--- src/rtl/io_led_pwm_pkg.sv ---
// Shared constants and types for the IO LED PWM stage.
// Register offsets, reset values and the blink helper.
package io_led_pwm_pkg;

    localparam int NCH = 3;

    localparam logic [9:0] ADR_DUTY  = 10'd1;
    localparam logic [9:0] ADR_PRESC = 10'd2;
    localparam logic [9:0] ADR_BLINK = 10'd3;

    localparam logic [7:0] DUTY_RST  = 8'hFF;
    localparam logic [7:0] DUTY_FULL = 8'hFF;

    typedef logic [7:0] duty_t;

    typedef struct packed {
        logic       en;
        logic [7:0] half;
    } blink_cfg_t;

    // Last count value of a blink half-period; half=0 behaves as 1.
    function automatic logic [7:0] half_last(input logic [7:0] half);
        return (half == 8'd0) ? 8'd0 : half - 8'd1;
    endfunction

endpackage

--- src/rtl/io_led_pwm_chan.sv ---
// One PWM channel: compares the frame counter with active duty.
// Duty 0 never lights, full duty always lights.
module io_led_pwm_chan
    import io_led_pwm_pkg::*;
(
    input  logic [7:0] pwm_cnt,
    input  logic [7:0] duty_act,
    output logic       on
);

    assign on = (pwm_cnt < duty_act) | (duty_act == DUTY_FULL);

endmodule

--- src/rtl/io_led_pwm.sv ---
// RGB LED pin driver: per-channel 8-bit PWM plus optional blink.
// Config words arrive on the IO store bus at word offsets 1..3.
module io_led_pwm
    import io_led_pwm_pkg::*;
#(
    parameter bit OUT_INV = 1'b0
) (
    input  logic           clk,
    input  logic           rst_n,
    input  logic [3:0]     st_we_io,
    input  logic [9:0]     st_adr_io,
    input  logic [31:0]    st_data_io,
    input  logic [NCH-1:0] led_in,
    output logic [NCH-1:0] rgb_pwm
);

    duty_t            duty_pend [NCH];
    duty_t            duty_act  [NCH];
    logic [15:0]      prescale;
    logic [15:0]      presc_cnt;
    logic [7:0]       pwm_cnt;
    logic [7:0]       blink_cnt;
    blink_cfg_t       blink_cfg;
    logic             blink_phase;
    logic             tick;
    logic             frame_end;
    logic [NCH-1:0]   pwm_on;
    logic             wr_duty;
    logic             wr_presc;
    logic             wr_blink;
    logic             unused_bits;

    assign wr_duty  = (st_adr_io == ADR_DUTY);
    assign wr_presc = (st_adr_io == ADR_PRESC);
    assign wr_blink = (st_adr_io == ADR_BLINK);

    assign unused_bits = ^{st_data_io[31:24], st_we_io[3]};

    assign tick      = (presc_cnt >= prescale);
    assign frame_end = tick & (pwm_cnt == 8'hFF);

    // Byte-enabled config writes; duty lands in the pending copy.
    always_ff @(posedge clk) begin
        if (!rst_n) begin
            for (int i = 0; i < NCH; i++) begin
                duty_pend[i] <= DUTY_RST;
            end
            prescale  <= '0;
            blink_cfg <= '0;
        end else begin
            if (wr_duty) begin
                for (int i = 0; i < NCH; i++) begin
                    if (st_we_io[i]) begin
                        duty_pend[i] <= st_data_io[8*i +: 8];
                    end
                end
            end
            if (wr_presc && st_we_io[0]) prescale[7:0]  <= st_data_io[7:0];
            if (wr_presc && st_we_io[1]) prescale[15:8] <= st_data_io[15:8];
            if (wr_blink && st_we_io[0]) blink_cfg.en   <= st_data_io[0];
            if (wr_blink && st_we_io[1]) blink_cfg.half <= st_data_io[15:8];
        end
    end

    // Pending duty becomes active only on a frame boundary.
    always_ff @(posedge clk) begin
        if (!rst_n) begin
            for (int i = 0; i < NCH; i++) begin
                duty_act[i] <= DUTY_RST;
            end
        end else if (frame_end) begin
            for (int i = 0; i < NCH; i++) begin
                duty_act[i] <= duty_pend[i];
            end
        end
    end

    // Prescaler and PWM frame counter.
    always_ff @(posedge clk) begin
        if (!rst_n) begin
            presc_cnt <= '0;
            pwm_cnt   <= '0;
        end else begin
            presc_cnt <= tick ? 16'd0 : presc_cnt + 16'd1;
            if (tick) pwm_cnt <= pwm_cnt + 8'd1;
        end
    end

    // Blink phase toggles every max(half,1) frames while enabled.
    always_ff @(posedge clk) begin
        if (!rst_n || !blink_cfg.en) begin
            blink_cnt   <= '0;
            blink_phase <= 1'b1;
        end else if (frame_end) begin
            if (blink_cnt >= half_last(blink_cfg.half)) begin
                blink_cnt   <= '0;
                blink_phase <= ~blink_phase;
            end else begin
                blink_cnt <= blink_cnt + 8'd1;
            end
        end
    end

    for (genvar i = 0; i < NCH; i++) begin : g_chan
        io_led_pwm_chan u_chan (
            .pwm_cnt  (pwm_cnt),
            .duty_act (duty_act[i]),
            .on       (pwm_on[i])
        );
    end

    // Registered pin drive with optional polarity inversion.
    always_ff @(posedge clk) begin
        if (!rst_n) begin
            rgb_pwm <= {NCH{OUT_INV}};
        end else begin
            rgb_pwm <= (led_in & pwm_on & {NCH{blink_phase}})
                       ^ {NCH{OUT_INV}};
        end
    end

endmodule

--- config.mk ---
export PLATFORM = sky130hd
export DESIGN_NAME = io_led_pwm
export DESIGN_NICKNAME = d
export VERILOG_FILES = /design/src/rtl/io_led_pwm_pkg.sv /design/src/rtl/io_led_pwm_chan.sv /design/src/rtl/io_led_pwm.sv
export SDC_FILE = /design/constraint.sdc
export NUM_CORES = 1
export LEC_CHECK = 0
export BUFFER_PORTS_ARGS = -buffer_cell sky130_fd_sc_hd__buf_2
export CELL_PAD_IN_SITES_DETAIL_PLACEMENT = 1
export CELL_PAD_IN_SITES_GLOBAL_PLACEMENT = 2
export CORE_MARGIN = 2
export CORE_UTILIZATION = 38
export DETAILED_ROUTE_END_ITERATION = 8
export HOLD_SLACK_MARGIN = 0.05
export PLACE_DENSITY = 0.76
export SKIP_CTS_REPAIR_TIMING = 1
export SLEW_MARGIN = 20
export SYNTH_ARGS = -nofsm -noshare
export SYNTH_HDL_FRONTEND = slang
export SYNTH_SLANG_ARGS = --single-unit
--- constraint.sdc ---
create_clock -name clk -period 5.7 [get_ports clk]
set_clock_uncertainty 0.1 [all_clocks]
set_input_delay 0.57 -clock clk [delete_from_list [all_inputs] [get_ports clk]]
set_output_delay 0.57 -clock clk [all_outputs]
set_load 0.03 [all_outputs]
==> run metrics <==
top-area cell type share of the netlist area 26.0%; Longest Clk Path Bufs 2; setup_tns 0 ns; post-DP HPWL 9.12 mm; final global-route overflow total 0; outcome finished, final reports clean; clock sinks 109; Total Power 1.53 mW; WHS Path Cells 3; 1st-pass router iterations 4; highest ir drop seen on vdd between 0.15 and 0.2 mV; Final setup viols 0; CTS tree done; Fmax achieved roughly 270 MHz; vias in the first global route 4259; Synth Area in Compound Gates 8.48%; simple-gate portion of the synthesized area between 20 and 25%; Ports 54; hold slack around 0.36 ns; Sw Share 21.4%; cell count after synthesis 556; sequential share of the synthesized area 48.0%; final net count around 700; largest family of logic cells by synthesized area simple AND/OR/NAND/NOR gates; via/cell ratio 5.08; leading post-synthesis cells by cell area edfxtp_1 (26%), dfxtp_1 (22%), ha_1 (11%); area grow syn2layout 13.2%; endpoint type of the worst setup path flip-flop; Clk pwr share 42.0%; CP max FO 9; CP peak stage delay 0.56 ns; Cell variety after synth 43; DRT iter0 DRCs 160; multiplexer share of the synthesized area 4.87%; worst min-delay path class primary input to flip-flop; Seq pwr share roughly 55%; clk slew on worst S/H paths 0.07 ns; Worst Path Arrival between 3 and 4 ns; RSZ-0062 raised after global routing false; Port Buf Inserts 44; Max transition margin 47.5%; CP Cell Sequence inv_1 -> ha_1 -> nand2_1 -> or3_1 -> or3_1 -> nand2_1 -> ha_1 -> a2111oi_0 -> o21ai_0 -> o21ai_1 -> or3b_1 -> o31ai_2; WP data required 5.87 ns; CTS buffer count 9; fin. max-slew vios 0; CTS root buf clkbuf_16; number of synthesis warnings 0; Tot GR Track Use approximately 17%; Worst Setup Start Kind flip-flop; flops & latches, synth 109; syn_area_per_cell 9.98 um2; via count 3987; DR WL/cell 15.3 um; Synth Area in Adders 11.0%; die width 125 um; XOR/XNOR Fraction of Synth Area 2.84%; placed cells 768; first-pass GRT wire length roughly 21 mm; Critical Path Slowest Stage Cell or3b_1; clock latency at the later pin of the worst-skew pair 0.35 ns; leakage 2.72 nW; H-tree levels 3; FFs w/ async S/R, synth 0%; initial antenna violation count 0; Internal Power between 1 and 1.5 mW; GPL Wtd Cong 0.757; Power Density 243 nW/um2; switching power total 0.327 mW; largest net degree at the start of global routing 34; WS Path Type flip-flop to flip-flop; final period utilization between 60% and 70%; Die Footprint roughly 16000 um2; most common library cell in the layout ignoring fill and taps dfxtp_1; Placement Rows 44; most frequent cells in the layout dfxtp_1 (61), nand2b_1 (54), nor2_1 (51); Mapped Area 5550 um2; wirelength, routed 12.0 mm; final std cells w/o fill 785; fin crit period 3.75 ns; Starting Density 38.5%; share of layout cells above drive strength 1 11.0%; DIE HEIGHT between 100 and 150 um; Core ar. between 10000 and 15000 um2; ant diodes 0; antenna-violating nets left 0; number of flops mapped to enable cells by yosys 48; Worst R2R Path Depth 12; Least-Margin Pin Slew a little under 0.8 ns; final hold violation count 0; commonest register cell after synthesis dfxtp_1; max_cap viols 0; area leader, netlist edfxtp_1; Gate power share 3.5%; residual DRC count 0; syn nets 656
==> cells by family after synthesis <==
group                      count (synthesis)
muxes                                     27
and+or+nand+nor                          217
AOI/OAI and AO/OA                         74
xor gates and xnor gates                  18
buffers and inverters                     62
DFF                                      109
adders and majority gates                 49
==> critical path: cells and delay by family, from the launching register on <==
family                     cells  cell delay, ns
and+or+nand+nor                5            1.54
AOI/OAI and AO/OA              4            1.18
adders and majority gates      2            0.43
DFF                            1            0.33
buffers and inverters          1            0.10
==> metrics by stage <==
stage                     cell area [um2]  setup slack (ns)  util, %
after floorplan                      5550              1.45        -
after global placement               5970              2.09     41.4
after detailed placement             5970              1.97     41.4
after CTS                            6270              1.95     43.5
after global routing                 6280              1.64     43.6
final                                6280              1.95     43.6
==> final cells by class <==
cell class              count  area [um2]
inverters                  44         165
repair buffers             47         243
clock inverters             6        58.8
fillers                  1653        8140
well taps                 184         230
flip-flops and latches    109        2660
clock buffers              10         239
multi-input cells         385        2680
==> sequential cells by signal, summed over array words and instances (netlist names) <==
name / flops
blink_phase: 1
blink_cnt: 8
prescale: 16
duty_act: 24
rgb_pwm: 3
presc_cnt: 16
pwm_cnt: 8
duty_pend: 24
blink_cfg: 9
==> synth_stat cells, types with 2 or more instances <==
| master | n |
|---|---|
| a211oi_1 | 7 |
| or2_2 | 2 |
| mux2i_1 | 27 |
| nand4b_1 | 2 |
| nor2b_1 | 2 |
| and2_1 | 2 |
| buf_2 | 3 |
| and4_1 | 3 |
| nand4_1 | 10 |
| a21oi_1 | 20 |
| nor3b_1 | 2 |
| a2111oi_0 | 2 |
| or4_1 | 6 |
| inv_1 | 43 |
| and3_1 | 7 |
| o21a_1 | 3 |
| clkbuf_1 | 14 |
| o21ai_0 | 13 |
| o31ai_1 | 2 |
| o22ai_1 | 6 |
| xor2_1 | 13 |
| a21o_1 | 9 |
| ha_1 | 49 |
| nand2_1 | 37 |
| nand3_1 | 22 |
| dfxtp_1 | 61 |
| nor2_1 | 51 |
| a31oi_1 | 4 |
| xnor2_1 | 5 |
| edfxtp_1 | 48 |
| or3_1 | 14 |
| o211ai_1 | 3 |
| nand2b_1 | 54 |
==> routing by layer <==
metal  wire [um]  global-route usage (%)  part of all wire (%)  vias to the layer above
met4         217                    6.47                   1.8                        0
li1            -                       -                     -                     2035
met5           0                       0                     0                        -
met1        5610                    20.3                    47                     1895
met2        5900                    29.2                    49                       45
met3         315                    2.45                   2.6                       12
==> power by group through the flow <==
stage          Sequential (mW)  Combinational (mW)  Clock, mW
3_5_place_dp             0.850              0.0542          0
3_3_place_gp             0.849              0.0525          0
6_report                 0.832              0.0535      0.641
5_1_grt                  0.833              0.0602      0.691
2_1_floorplan            0.849              0.0242          0
4_1_cts                  0.832              0.0546      0.661
==> final timing paths <==
| path | from | end | slack [ns] |
|---|---|---|---|
| worst max-delay path | blink_cfg[0]$_SDFFE_PN0P_ | blink_cnt[0]$_SDFFE_PP0P_ | 1.95 |
| worst min-delay path | led_in[2] | rgb_pwm[2]$_SDFF_PN0_ | 0.36 |
| worst max register to register | blink_cfg[0]$_SDFFE_PN0P_ | blink_cnt[0]$_SDFFE_PP0P_ | 1.95 |
| worst min register to register | blink_cnt[7]$_SDFFE_PP0P_ | blink_cnt[7]$_SDFFE_PP0P_ | 0.40 |
No activity file was read; power rests on OpenSTA's default activity.
